[src/rtl/obstacle_spawner.sv]
// Obstacle spawn pacing: per-frame cooldown, LFSR-driven lane/type pick, and a
// one-cycle typed trigger with its start x for the obstacle controller.
module obstacle_spawner #(
  parameter int          NUM_LANES       = 5,
  parameter int          LANE_PITCH      = 128,
  parameter int          LANE_OFFSET     = 48,
  parameter int          COOLDOWN_FRAMES = 60,
  parameter int          MIN_COOLDOWN    = 15,
  parameter logic [15:0] SEED            = 16'hACE1
) (
  input  logic       CLOCK_50,
  input  logic       reset,
  input  logic       enable,
  input  logic       frame_tick,
  input  logic       obstacle_active,
  output logic [1:0] obstacle_trigger,
  output logic [9:0] obstacle_start_x,
  output logic [7:0] spawn_count
);

  typedef enum logic [1:0] {IDLE, COOLDOWN, PICK, FIRE} state_t;

  // An all-zero seed would lock the LFSR, so fall back to 1 in that case.
  localparam logic [15:0] SEED_SAFE = (SEED == 16'h0000) ? 16'h0001 : SEED;
  localparam logic [3:0]  LANES_W   = 4'(NUM_LANES);

  state_t      state;
  state_t      next_state;
  logic [15:0] lfsr;
  logic [7:0]  cd_cnt;
  logic [2:0]  lane;
  logic [1:0]  typ;
  logic        lane_ok;
  logic [9:0]  lane_x;
  logic [7:0]  reload;
  logic        load_cd;
  logic        dec_cd;
  logic        fire_go;
  logic        count_inc;

  function automatic logic [15:0] lfsr_next(input logic [15:0] cur);
    logic fb;
    fb = cur[15] ^ cur[13] ^ cur[12] ^ cur[10];
    return {cur[14:0], fb};
  endfunction

  function automatic logic [7:0] sat_inc(input logic [7:0] cur);
    return (cur == 8'hFF) ? cur : cur + 8'd1;
  endfunction

  // Difficulty ramp: one frame shorter every four spawns, clamped at the floor.
  function automatic logic [7:0] reload_value(input logic [7:0] cnt);
    logic signed [8:0] base;
    logic signed [8:0] step;
    logic signed [8:0] floor_v;
    logic signed [8:0] raw;
    base    = 9'(COOLDOWN_FRAMES);
    step    = {3'b000, cnt[7:2]};
    floor_v = 9'(MIN_COOLDOWN);
    raw     = base - step;
    if (raw < floor_v) begin
      raw = floor_v;
    end
    return raw[7:0];
  endfunction

  assign lane    = lfsr[2:0];
  assign typ     = (lfsr[4:3] == 2'd0) ? 2'd1 : lfsr[4:3];
  assign lane_ok = ({1'b0, lane} < LANES_W);
  assign lane_x  = 10'(LANE_OFFSET) + 10'(lane) * 10'(LANE_PITCH);
  assign reload  = reload_value(spawn_count);

  always_ff @(posedge CLOCK_50 or negedge reset) begin
    if (!reset) begin
      state <= IDLE;
    end else begin
      state <= next_state;
    end
  end

  always_comb begin
    next_state = state;
    load_cd    = 1'b0;
    dec_cd     = 1'b0;
    fire_go    = 1'b0;
    count_inc  = 1'b0;
    case (state)
      IDLE: begin
        load_cd = 1'b1;
        if (enable) begin
          next_state = COOLDOWN;
        end
      end
      COOLDOWN: begin
        if (!enable) begin
          next_state = IDLE;
        end else if (cd_cnt == 8'd0) begin
          if (!obstacle_active) begin
            next_state = PICK;
          end
        end else if (frame_tick) begin
          dec_cd = 1'b1;
        end
      end
      PICK: begin
        if (!enable) begin
          next_state = IDLE;
        end else if (lane_ok) begin
          fire_go    = 1'b1;
          next_state = FIRE;
        end
      end
      FIRE: begin
        // The pulse is already on the output; it completes even if enable drops.
        count_inc  = 1'b1;
        load_cd    = 1'b1;
        next_state = enable ? COOLDOWN : IDLE;
      end
      default: next_state = IDLE;
    endcase
  end

  always_ff @(posedge CLOCK_50 or negedge reset) begin
    if (!reset) begin
      lfsr             <= SEED_SAFE;
      cd_cnt           <= 8'(COOLDOWN_FRAMES);
      obstacle_trigger <= 2'd0;
      obstacle_start_x <= 10'd0;
      spawn_count      <= 8'd0;
    end else begin
      lfsr             <= lfsr_next(lfsr);
      obstacle_trigger <= fire_go ? typ : 2'd0;
      if (fire_go) begin
        obstacle_start_x <= lane_x;
      end
      if (count_inc) begin
        spawn_count <= sat_inc(spawn_count);
      end
      if (load_cd) begin
        cd_cnt <= reload;
      end else if (dec_cd) begin
        cd_cnt <= cd_cnt - 8'd1;
      end
    end
  end

endmodule

[config.mk]
export PLATFORM = sky130hd
export DESIGN_NAME = obstacle_spawner
export DESIGN_NICKNAME = d
export VERILOG_FILES = /design/src/rtl/obstacle_spawner.sv
export SDC_FILE = /design/constraint.sdc
export NUM_CORES = 1
export LEC_CHECK = 0
export CAP_MARGIN = 20
export CORE_MARGIN = 8
export CORE_UTILIZATION = 30
export CTS_BUF_LIST = sky130_fd_sc_hd__clkbuf_16
export CTS_CLUSTER_DIAMETER = 80
export DETAILED_ROUTE_END_ITERATION = 6
export PLACE_DENSITY = 0.61
export SETUP_SLACK_MARGIN = 0.5
export SLEW_MARGIN = 20
export SYNTH_ARGS = -nofsm -noshare
export SYNTH_HDL_FRONTEND = slang
export SYNTH_SLANG_ARGS = --single-unit
[constraint.sdc]
create_clock -name CLOCK_50 -period 2.13 [get_ports CLOCK_50]
set_input_delay 0.426 -clock CLOCK_50 [delete_from_list [all_inputs] [get_ports CLOCK_50]]
set_output_delay 0.426 -clock CLOCK_50 [all_outputs]
set_load 0.03 [all_outputs]
==> results.cfg <==
[sta]
finalSetupViolations = 0
fin_crit_sh_pct = 86.1
fmax_mhz = 545
fin_tns_setup_ps = 0
clock_skew_ps = 7.40
layout_min_cycle_time_ps = 1830
rsz0062_at_grt = yes
slew_headroom_pct = 62.1
tightest_slew_ps = 569
slew_violations = 0
hold_viol = 0

[clocking]
path_clk_slew_ps = 60
clockBufferDepth = 2
cts_root_buffer = clkbuf_16
cts_max_level = 2
clock_sinks = 40
clock_latency_ps = 280
cts-hold-fix-buffers = 0
cts_buffers = 5
tritoncts = done

[routing]
avgRoutedWirePerCell_um = 13.5
ant_nets = 0
drt_first_pass_iters = 4
drc = 0
wirelength_um = 3910
via_per_inst = 4.69
route.vias.total = 1356
drt_iter0_drc = 17

[grt]
grt_pass1_wl_um = 6820
antenna_found_initial = 0
overflow = 0
grt_max_degree = 27
grt_pass1_vias = 1476
grt_usage_pct = 9.59

[die]
row_count = 29
start_util_pct = 30.7
dieWidth_um = 96.2
dieArea_sq_um = 9250
core_area_sq_um = 6280
die_h_um = 96.2
num_io_pins = 25

[layout]
fin_area_sq_um = 2550
area_growth_pct = 32.1
final_cell_mix = dfrtp_1 (24), buf_4 (22), xnor2_1 (13)
nets = 226
drive_gt1_share_pct = 35.8
layout_commonest_cell = dfrtp_1
diodes = 0

[yosys]
synth-seq-cells = 40
ys_async_sr_fraction_pct = 100
synth.area.top_cells = dfrtp_1 (36%), dfstp_2 (16%), ha_1 (6.5%)
ys_dominant_reg_cell = dfrtp_1
synth.distinct_cells = 40
synthCells = 170
ys_warn_count = 0
synth_edf_count = 0
synth.avg_cell_area_sq_um = 11.3
synth_area_sq_um = 1930
ys_seq_area_share_pct = 52.7
synth_top_area_share_pct = 36.3
synth_top_cell_by_area = dfrtp_1

[critical_path]
cp-start-kind = flop
worst-endpoint-arrival_ps = 2050
slowest_stage = dfrtp_2
cp.required_ps = 2340
critPathBufInv = 1
max_stage_delay_ps = 410
worst-path-max-fanout = 5
end_kind = flop
critPathTopFamily = adder cells
critPathKind = reg -> reg
path_cells = inv_4, ha_4, or2_4, mux2i_1, nor3_1, ha_1, nor2_4, a211o_1

[place]
dp_hpwl_um = 2630
gp_congestion = 0.745
portBuffers = 19
dpl_cell_area_sq_um = 2250

[min_path]
hold_class = in -> async

[power_and_ir_drop]
p_leak_nw = 1.13
powerDensity_nw_per_um2 = 1280
ir_drop_mv = 0.835

[outcome]
status = completed

[run]
cap_violations = 0
[worst reg2reg max path: cells and delay by family (launching register included)]
family                     cells  cell delay [ps]
AOI/OAI and AO/OA              1              270
adders and majority gates      2              550
buffers and inverters          1               40
DFF                            1              410
muxes                          1              140
and+or+nand+nor                3              350
[per-stage QoR]
stage	power (mW)	setup slack, ps	instances	utilization [%]	hold slack (ps)
2_1_floorplan	1.96	198	174	-	130
3_3_place_gp	2.22	132	264	35.8	334
3_5_place_dp	2.25	101	264	35.8	338
4_1_cts	3.27	278	287	40.6	158
5_1_grt	3.50	218	289	40.6	189
6_report	3.27	296	289	40.6	137
[cells in the mapped netlist, types with 4 or more instances]
| cell | n |
|---|---|
| nand4_1 | 6 |
| clkbuf_1 | 4 |
| xnor2_1 | 13 |
| dfstp_2 | 12 |
| nor2_1 | 8 |
| dfrtp_1 | 28 |
| nor3_1 | 4 |
| xor2_1 | 6 |
| a21oi_1 | 9 |
| mux2_2 | 4 |
| o21ai_0 | 4 |
| nand2_1 | 8 |
| buf_4 | 6 |
| inv_1 | 12 |
| ha_1 | 10 |
[what timing repair did]
item                       4_1_cts  5_1_grt
buffers inserted                15        2
pin swaps                        7        3
setup endpoints to repair       25       18
resized for setup               24       11
[routing by layer]
metal | vias up | wire [um] | GRT usage (%)
met3 | 7 | 238 | 4.21
met1 | 661 | 1820 | 11.8
li1 | 661 | - | -
met2 | 27 | 1780 | 14.4
met4 | 0 | 79 | 3.97
met5 | - | 0 | 0
[state kept, by name, indices dropped and copies added, names as in the netlist]
name and flops:
cd_cnt 8, lfsr 16, obstacle_start_x 4, obstacle_trigger 2, spawn_count 8, state 2
[where the power goes]
part / internal, mW / switching, mW / leakage, nW
Combinational: 0.607 / 0.699 / 0.562
Clock: 0.556 / 0.307 / 0.0804
Sequential: 0.935 / 0.161 / 0.487
Total: 2.10 / 1.17 / 1.13
[cell families after synthesis]
| family | count (synthesis) | synth area share [%] |
|---|---|---|
| and+or+nand+nor | 44 | 13.3 |
| buffers and inverters | 23 | 5.71 |
| muxes | 5 | 2.85 |
| DFF | 40 | 52.7 |
| xor gates and xnor gates | 19 | 8.63 |
| other | 1 | 0.194 |
| AOI/OAI and AO/OA | 28 | 10.2 |
| adders and majority gates | 10 | 6.49 |
[worst paths after layout]
path / start / to / cells past startpoint / slack, ps
setup / recovery: spawn_count[2] / cd_cnt[4] / 8 / 300
hold / removal: reset / cd_cnt[1] / 1 / 140
setup reg to reg: spawn_count[2] / cd_cnt[4] / 8 / 300
hold reg to reg: lfsr[14] / lfsr[15] / 0 / 340
max in group asynchronous: reset / lfsr[0] / 2 / 1380
min in group CLOCK_50: lfsr[14] / lfsr[15] / 0 / 340
[area by class of cell]
type / instances / area (sq um)
fill: 599 / 3730
sequential: 40 / 1020
multi-input combinational: 111 / 900
timing repair buffer: 41 / 313
clock buffer: 5 / 125
tap: 77 / 96.3
inverter: 12 / 47.5
clock inverter: 3 / 46.3
(Power assumes the default switching activity.)
